`src/rtl/lsu.sv`:
```
`default_nettype none
// ============================================================================
// Module   : lsu
// Function : Multi-cycle load/store unit with a req/ack data-memory bus,
//            byte-lane steering, load extension and bus timeout.
//            Optional macro: MISALIGNED_TRAP_EN (trap misaligned H/W accesses).
// Revision : 1.0 - initial release
// ============================================================================
module lsu #(
    parameter int TIMEOUT_CYCLES = 255
) (
    input  logic        clk,
    input  logic        rst_n,
    input  logic        start,
    input  logic        is_store,
    input  logic [2:0]  funct3,
    input  logic [31:0] addr,
    input  logic [31:0] wdata,
    output logic        busy,
    output logic        done,
    output logic [31:0] rdata,
    output logic        misaligned,
    output logic        access_fault,
    output logic        illegal,
    output logic        mem_req,
    output logic        mem_we,
    output logic [31:0] mem_addr,
    output logic [3:0]  mem_be,
    output logic [31:0] mem_wdata,
    input  logic        mem_ack,
    input  logic [31:0] mem_rdata
);

    localparam logic [1:0] S_IDLE = 2'd0;
    localparam logic [1:0] S_REQ  = 2'd1;
    localparam logic [1:0] S_DONE = 2'd2;

    localparam bit         TMO_EN   = (TIMEOUT_CYCLES != 0);
    localparam logic [7:0] TMO_LAST = 8'(TIMEOUT_CYCLES - 1);

    logic [1:0]  state_q, state_d;
    logic        is_store_q, is_store_d;
    logic [2:0]  funct3_q, funct3_d;
    logic [1:0]  lane_q, lane_d;
    logic        mem_we_q, mem_we_d;
    logic [31:0] mem_addr_q, mem_addr_d;
    logic [3:0]  mem_be_q, mem_be_d;
    logic [31:0] mem_wdata_q, mem_wdata_d;
    logic [31:0] rdata_q, rdata_d;
    logic        misaligned_q, misaligned_d;
    logic        access_fault_q, access_fault_d;
    logic        illegal_q, illegal_d;
    logic [7:0]  tmo_cnt_q, tmo_cnt_d;

    logic        req_illegal;
    logic        req_misaligned;
    logic        tmo_expired;
    logic [1:0]  req_lane;
    logic [3:0]  req_be;
    logic [31:0] req_wdata;
    logic [31:0] load_sh;
    logic [31:0] load_ext;

    // Request decode, evaluated combinationally on the IDLE-cycle inputs.
    always_comb begin
        req_illegal = (funct3[1:0] == 2'b11) || (funct3[2] && (is_store || funct3[1]));
`ifdef MISALIGNED_TRAP_EN
        req_misaligned = ((funct3[1:0] == 2'b01) && addr[0]) ||
                         ((funct3[1:0] == 2'b10) && (addr[1:0] != 2'b00));
`else
        req_misaligned = 1'b0;
`endif
        req_lane  = 2'b00;
        req_be    = 4'b0000;
        req_wdata = wdata;
        case (funct3[1:0])
            2'b00: begin
                req_lane  = addr[1:0];
                req_be    = 4'b0001 << addr[1:0];
                req_wdata = {4{wdata[7:0]}};
            end
            2'b01: begin
                req_lane  = {addr[1], 1'b0};
                req_be    = 4'b0011 << {addr[1], 1'b0};
                req_wdata = {2{wdata[15:0]}};
            end
            2'b10: begin
                req_lane  = 2'b00;
                req_be    = 4'b1111;
                req_wdata = wdata;
            end
            default: ;
        endcase
    end

    always_comb begin
        load_sh  = mem_rdata >> {lane_q, 3'b000};
        load_ext = load_sh;
        case (funct3_q)
            3'b000:  load_ext = {{24{load_sh[7]}}, load_sh[7:0]};
            3'b100:  load_ext = {24'd0, load_sh[7:0]};
            3'b001:  load_ext = {{16{load_sh[15]}}, load_sh[15:0]};
            3'b101:  load_ext = {16'd0, load_sh[15:0]};
            default: load_ext = load_sh;
        endcase
    end

    // An ack in the expiring cycle takes priority over the timeout.
    assign tmo_expired = TMO_EN && (tmo_cnt_q == TMO_LAST) && !mem_ack;

    always_ff @(posedge clk or negedge rst_n) begin
        if (!rst_n) begin
            state_q        <= S_IDLE;
            is_store_q     <= 1'b0;
            funct3_q       <= 3'd0;
            lane_q         <= 2'd0;
            mem_we_q       <= 1'b0;
            mem_addr_q     <= 32'd0;
            mem_be_q       <= 4'd0;
            mem_wdata_q    <= 32'd0;
            rdata_q        <= 32'd0;
            misaligned_q   <= 1'b0;
            access_fault_q <= 1'b0;
            illegal_q      <= 1'b0;
            tmo_cnt_q      <= 8'd0;
        end else begin
            state_q        <= state_d;
            is_store_q     <= is_store_d;
            funct3_q       <= funct3_d;
            lane_q         <= lane_d;
            mem_we_q       <= mem_we_d;
            mem_addr_q     <= mem_addr_d;
            mem_be_q       <= mem_be_d;
            mem_wdata_q    <= mem_wdata_d;
            rdata_q        <= rdata_d;
            misaligned_q   <= misaligned_d;
            access_fault_q <= access_fault_d;
            illegal_q      <= illegal_d;
            tmo_cnt_q      <= tmo_cnt_d;
        end
    end

    always_comb begin
        state_d = state_q;
        case (state_q)
            S_IDLE: if (start) state_d = (req_illegal || req_misaligned) ? S_DONE : S_REQ;
            S_REQ:  if (mem_ack || tmo_expired) state_d = S_DONE;
            S_DONE: state_d = S_IDLE;
            default: state_d = S_IDLE;
        endcase
    end

    always_comb begin
        is_store_d     = is_store_q;
        funct3_d       = funct3_q;
        lane_d         = lane_q;
        mem_we_d       = mem_we_q;
        mem_addr_d     = mem_addr_q;
        mem_be_d       = mem_be_q;
        mem_wdata_d    = mem_wdata_q;
        rdata_d        = rdata_q;
        misaligned_d   = misaligned_q;
        access_fault_d = access_fault_q;
        illegal_d      = illegal_q;
        tmo_cnt_d      = tmo_cnt_q;
        case (state_q)
            S_IDLE: if (start) begin
                is_store_d     = is_store;
                funct3_d       = funct3;
                lane_d         = req_lane;
                mem_we_d       = is_store;
                mem_addr_d     = {addr[31:2], 2'b00};
                mem_be_d       = req_be;
                mem_wdata_d    = req_wdata;
                rdata_d        = 32'd0;
                illegal_d      = req_illegal;
                misaligned_d   = !req_illegal && req_misaligned;
                access_fault_d = 1'b0;
                tmo_cnt_d      = 8'd0;
            end
            S_REQ: begin
                tmo_cnt_d = tmo_cnt_q + 8'd1;
                if (mem_ack)          rdata_d = is_store_q ? 32'd0 : load_ext;
                else if (tmo_expired) access_fault_d = 1'b1;
            end
            S_DONE: begin
                rdata_d        = 32'd0;
                misaligned_d   = 1'b0;
                access_fault_d = 1'b0;
                illegal_d      = 1'b0;
                tmo_cnt_d      = 8'd0;
            end
            default: ;
        endcase
    end

    always_comb begin
        busy         = (state_q != S_IDLE);
        done         = (state_q == S_DONE);
        mem_req      = (state_q == S_REQ);
        mem_we       = mem_we_q;
        mem_addr     = mem_addr_q;
        mem_be       = mem_be_q;
        mem_wdata    = mem_wdata_q;
        rdata        = rdata_q;
        misaligned   = misaligned_q;
        access_fault = access_fault_q;
        illegal      = illegal_q;
    end

endmodule
`default_nettype wire

```
`config.mk`:
```
export PLATFORM = sky130hd
export DESIGN_NAME = lsu
export DESIGN_NICKNAME = d
export VERILOG_FILES = /design/src/rtl/lsu.sv
export SDC_FILE = /design/constraint.sdc
export NUM_CORES = 1
export LEC_CHECK = 0
export CORE_AREA = 4 4 122 124
export DETAILED_ROUTE_END_ITERATION = 7
export DIE_AREA = 0 0 126 128
export GPL_TIMING_DRIVEN = 1
export HOLD_SLACK_MARGIN = 0.1
export PLACE_DENSITY = 0.73
export SLEW_MARGIN = 25
export SYNTH_ARGS = -nofsm -noshare
export SYNTH_HDL_FRONTEND = slang
export SYNTH_SLANG_ARGS = --single-unit
```
`constraint.sdc`:
```
create_clock -name clk -period 2.1 [get_ports clk]
set_input_delay 0.21 -clock clk [delete_from_list [all_inputs] [get_ports clk]]
set_output_delay 0.21 -clock clk [all_outputs]
set_load 0.05 [all_outputs]
```
[Word level (Yosys, flattened, before mapping)]
Cells that the tools add are included.
Cells by class
  $add $sub $neg: 1
  eq/ne operators: 14
  shifts and indexed selects: 3
  mux-type cells: 21
  reduce and logical (&&, ||, !) cells: 18
Operator list (count)
  $pmux 32 s4: 1
  $mux 32: 3
  $pmux 32 s3: 1
  $pmux 32 s2: 1
  $shr 32x5->32: 1
  $pmux 8 s3: 1
  $pmux 4 s3: 1
  $add 8x1->8 const B: 1
  $eq 8x8->1 const B: 1
  $mux 8: 1
  $pmux 2 s2: 2
  $reduce_and 2->1: 4
  $eq 2x2->1 const B: 3
  $eq 3x3->1 const B: 2
  $mux 2: 3
  $ne 2x1->1 const B: 3
  $eq 2x1->1 const B: 2
  $logic_not 2->1: 2
  $mux 1: 4
  $ne 2x2->1 const B: 2
  $pmux 1 s2: 2
  $reduce_and 4->1: 1
  $reduce_bool 2->1: 2
  $shl 1x2->4 const A: 1
  9 further kinds: 12
Word-level totals
  register bits: 117
  input bits: 104
  output and inout bits: 107
  word-level logic and storage cells: 69

[Depth between registers and ports, before layout]
  word-level depth: 6
  depth in mapped cells: 9
  mapped depth without buffers: 5

[Least setup slack after synthesis]
Ideal clock, no wire load.
  path kind: flip-flop to flip-flop
  from: reg state_q[0]
  to: reg mem_addr_q[15] (netlist: mem_addr[15])
  setup time: 0.066 ns
  arrival: 1.997 ns
  data required time: 2.034 ns
  path slack: 0.036 ns
  stages on the path, launching flop included: 10
  path buffers: 5
  clock period less this slack: 2.064 ns
  path through: dfrtp_1 > buf_2 > or2_1 > clkbuf_1 > or2_1 > clkbuf_1 > buf_2 > buf_2 > nand2_1 > nand2_1
On the way
  longest elaborated chain between the ends: 2
Ends and longest elaborated chain
  start, declared: RTL line 41  | logic [1:0] state_q, state_d;
  start signal, assigned: RTL line 127  | state_q <= state_d;
  $logic_not 2->1: RTL line 166  | case (state_q)
  $reduce_and 2->1 (no line)
  end signal, assigned: RTL line 132  | mem_addr_q <= mem_addr_d;
  end, declared: RTL line 46  | logic [31:0] mem_addr_q, mem_addr_d;
Every way passes these cells.
A chain may end at the register's enable or synchronous reset.

[Final worst setup path]
  from: reg state_q[0]
  to: out done
On the way
  longest elaborated chain between the ends: 1
Ends and longest elaborated chain
  $eq 2x2->1: RTL line 199  | done = (state_q == S_DONE);
  end, declared: RTL line 20  | output logic done,
Every way passes these cells.

==> results.md <==
| Stage | Parameter | Value |
| --- | --- | --- |
| critical path | Data required time at the worst endpoint | 1890 ps |
| clock network | Clock buffers created by TritonCTS | 17 |
| synthesis | Async set or reset register ratio after synthesis | 1.000 |
| power | P per Cell Area | 1445 nW/um^2 |
| sta | Actual transition at the worst max-transition pin | 579.0 ps |
| synthesis | Synth top area share | 0.5360 |
| global route | Wire length of the first global-routing pass | 25800 microns |
| power | Worst IR Drop VDD | 0.8398 mV |
| detailed routing | Length of the first detailed-routing pass in iterations | 5 |
| clock network | Insertion delay of the later-clocked pin in the worst-skew pair | 410 ps |
| synthesis | Post-synthesis instance area | 5415 sq um |
| layout | Final antenna diode count | 0 |
| floorplanning | Floorplan core area | 13770 sq um |
| sta | Final critical delay including setup and external delays | 1861 ps |
| detailed routing | Count of nets left with antenna violations after detail routing | 0 |
| sta | Final hold vios | 0 |
| critical path | Register-to-register setup slack | 350 ps |
| sta | Worst Hold Slack | 312.1 ps |
| clock network | Post-CTS repair timing setup buffer count | 0 |
| clock network | TritonCTS clock tree | built |
| synthesis | Top post-synthesis cells by area | sky130_fd_sc_hd__dfrtp_1, sky130_fd_sc_hd__nand2_1, sky130_fd_sc_hd__mux2i_1, sky130_fd_sc_hd__o21ai_0, sky130_fd_sc_hd__a221o_1 |
| sta | Final setup violation count | 0 |
| layout | Final non-filler cell total | 976 |
| global route | Overflow left after global routing | 0 |
| detailed routing | Via count of the routed design | 4924 |
| critical path | Startpoint Class | register |
| clock network | Clock tree sinks | 116 |
| placed design | Placer Congestion | 0.8259 |
| sta | Setup Skew | 6.383 ps |
| sta | Headroom to the max-slew limit | 0.6128 |
| synthesis | Post-synth EDFFs | 0 |
| detailed routing | Routed length per placed instance | 16.33 microns |
| floorplanning | Full die area | 16130 sq um |
| clock network | Clock slew at reported path FFs | 50 ps |
| global route | Total global routing track utilization | 0.1994 |
| synthesis | Post-synthesis sequential area ratio | 0.5360 |
| layout | Share of cells above drive strength 1 | 0.08417 |
| critical path | Element type at the critical path end | primary output |
| sta | Maximum operating frequency | 0.5374 GHz |
| layout | Leading cell type in the layout, fill and taps excluded | sky130_fd_sc_hd__clkdlybuf4s50_1 |
| job | Max_cap viols | 0 |
| synthesis | Largest area contributor in the netlist | sky130_fd_sc_hd__dfrtp_1 |
| floorplanning | Vert. Die Dim | 128 microns |
| placed design | Number of input and output port buffers inserted | 207 |
| detailed routing | 1st-iter DRT viols | 326 |
| sta | TNS Setup | 0 ps |
| layout | Number of nets in the layout | 891 |
| floorplanning | Initial Utilization | 0.3932 |
| placed design | Estimated wirelength of the detail-placed design | 11920 microns |
| global route | Antenna violations before repair | 0 |
| floorplanning | Width of the chip | 126 microns |
| sta | Final Cycle Share | 0.8861 |
| clock network | Buffer depth of the longest clock path | 2 |
| synthesis | Number of standard cells after synthesis | 581 |
| critical path | Class of the most critical setup path | register to primary output |
| floorplanning | Ports | 211 |
| placed design | Cells after DPL | 945 |
| detailed routing | Via density per instance | 5.045 |
| critical path | Cell at the slowest stage of the critical path | sky130_fd_sc_hd__dlygate4sd2_1 |
| status | Result of the run | finished clean |
| clock network | Clock Root Buffer | sky130_fd_sc_hd__clkbuf_16 |
| critical path | Max Fanout on Critical Path | 9 |
| sta | Number of pins exceeding their max-slew limit in the final report | 0 |
| hold path | Worst min-delay path category | input pin to asynchronous set/reset pin |
| synthesis | Netlist cell types | 43 |
| clock network | H-tree level count | 4 |
| layout | Most used cells in the layout excluding fill and tap cells | sky130_fd_sc_hd__clkdlybuf4s50_1, sky130_fd_sc_hd__nand2_1, sky130_fd_sc_hd__dfrtp_1 |
| synthesis | Post-Synthesis Mean Instance Area | 9.320 sq um |
| detailed routing | Total Routed Length | 15940 microns |
| global route | Via count of the first global-routing pass | 5061 |
| floorplanning | Count of standard-cell rows | 43 |
| global route | Maximum number of pins on one net before global-route repair | 100 |
| synthesis | Post-synth top flop | sky130_fd_sc_hd__dfrtp_1 |
| layout | Area delta synth->final | 52.50% |
| synthesis | Count of state elements after synthesis | 116 |
| synthesis | Syn. warnings | 0 |
| power | Lkg Pwr | 3.718 nW |
| critical path | Max stage delay on crit path | 560 ps |
| detailed routing | DRC | 0 |
| sta | Unrepaired setup endpoints after global routing | no |
| critical path | Cell chain of the critical path | nor2b_1 -> dlygate4sd2_1 |
| critical path | Data arrival time of the worst path | 1650 ps |
cell families (layout without fill, tap and decap cells):
logic type      Yosys count  count (layout)  share of synthesized area
other cells               1               3                  0.0006925
buf+inv                  50             263                    0.04274
flops                   116             116                     0.5360
fa+ha+maj                 2               2                   0.004620
mux                      49              49                    0.09542
simple gates            242             242                     0.1881
compound gates          121             121                     0.1324
layout make-up:
class / count / area, sq um
Clock buffer: 25 / 495.5
Clock inverter: 5 / 50.05
Fill cell: 1156 / 5515
Inverter: 5 / 18.77
Multi-Input combinational cell: 417 / 2305
Sequential cell: 116 / 2903
Tap cell: 180 / 225.2
Timing Repair Buffer: 228 / 2261
registers in the layout (all words and copies together) (netlist names):
name and flops:
mem_wdata 32, rdata 32, mem_addr 30, tmo_cnt_q 8, mem_be 4, funct3_q 3, lane_q 2, state_q 2
access_fault 1, illegal 1, mem_we 1
metal layers:
| metal | track usage | share of wire | vias up | wire length (microns) |
|---|---|---|---|---|
| met5 | 0 | 0 | - | 0 |
| met4 | 0.06309 | 0.019 | 0 | 303 |
| met3 | 0.07958 | 0.088 | 23 | 1404 |
| met2 | 0.3299 | 0.49 | 187 | 7743 |
| met1 | 0.2399 | 0.41 | 2338 | 6484 |
| li1 | - | - | 2376 | - |
metrics by stage:
step / setup WS, ps / cell area [sq um] / util / total power [mW]
3_3_place_gp: 176.8 / 7701 / 0.5591 / 9.221
3_5_place_dp: 136.1 / 7701 / 0.5591 / 9.337
4_1_cts: 46.25 / 8255 / 0.5994 / 12.03
5_1_grt: 113.7 / 8258 / 0.5996 / 12.56
6_report: 239.2 / 8258 / 0.5996 / 11.93
2_1_floorplan: 36.41 / 5423 / - / 7.146
report_power, final:
part           total, mW  switching [mW]  internal (mW)
sequential          3.43           0.466           2.96
clock               2.65           0.926           1.73
combinational       5.85            3.92           1.93
total               11.9            5.32           6.62
what timing repair did:
item,CTS,global route
setup endpoints to repair,1,1
endpoints found under the hold margin,33,0
pin swaps,0,0
gates cloned,0,0
hold buffers,1,0
gates resized for setup,1,1
critical path, delay by kind of cell, from the launching register on:
kind	cells	cell delay, ps
DFF	1	470
buffers and inverters	1	560
and+or+nand+nor	1	220
synthesized netlist by cell type, types with 3 or more instances:
cell type / number
sky130_fd_sc_hd__a21oi_1: 28
sky130_fd_sc_hd__a221o_1: 16
sky130_fd_sc_hd__buf_2: 8
sky130_fd_sc_hd__buf_4: 3
sky130_fd_sc_hd__buf_6: 3
sky130_fd_sc_hd__clkbuf_1: 29
sky130_fd_sc_hd__dfrtp_1: 116
sky130_fd_sc_hd__inv_1: 4
sky130_fd_sc_hd__mux2_2: 7
sky130_fd_sc_hd__mux2i_1: 40
sky130_fd_sc_hd__nand2_1: 182
sky130_fd_sc_hd__nand3b_1: 8
sky130_fd_sc_hd__nor2_1: 30
sky130_fd_sc_hd__o21ai_0: 61
sky130_fd_sc_hd__o21ai_1: 6
final timing paths:
kind                                          start                         to  depth (start not counted)
min in group clk                            addr[2]    mem_addr[2]$_DFFE_PN0P_                          3
max                          state_q[0]$_DFFE_PN0P_                       done                          2
max reg2reg                  state_q[0]$_DFFE_PN0P_  mem_wdata[12]$_DFFE_PN0P_                          5
min reg2reg                mem_addr[11]$_DFFE_PN0P_   mem_addr[11]$_DFFE_PN0P_                          2
min                                           rst_n   tmo_cnt_q[7]$_DFFE_PN0P_                          2
max in group asynchronous                     rst_n      lane_q[1]$_DFFE_PN0P_                          3
Power figures use the tool's default switching activity.
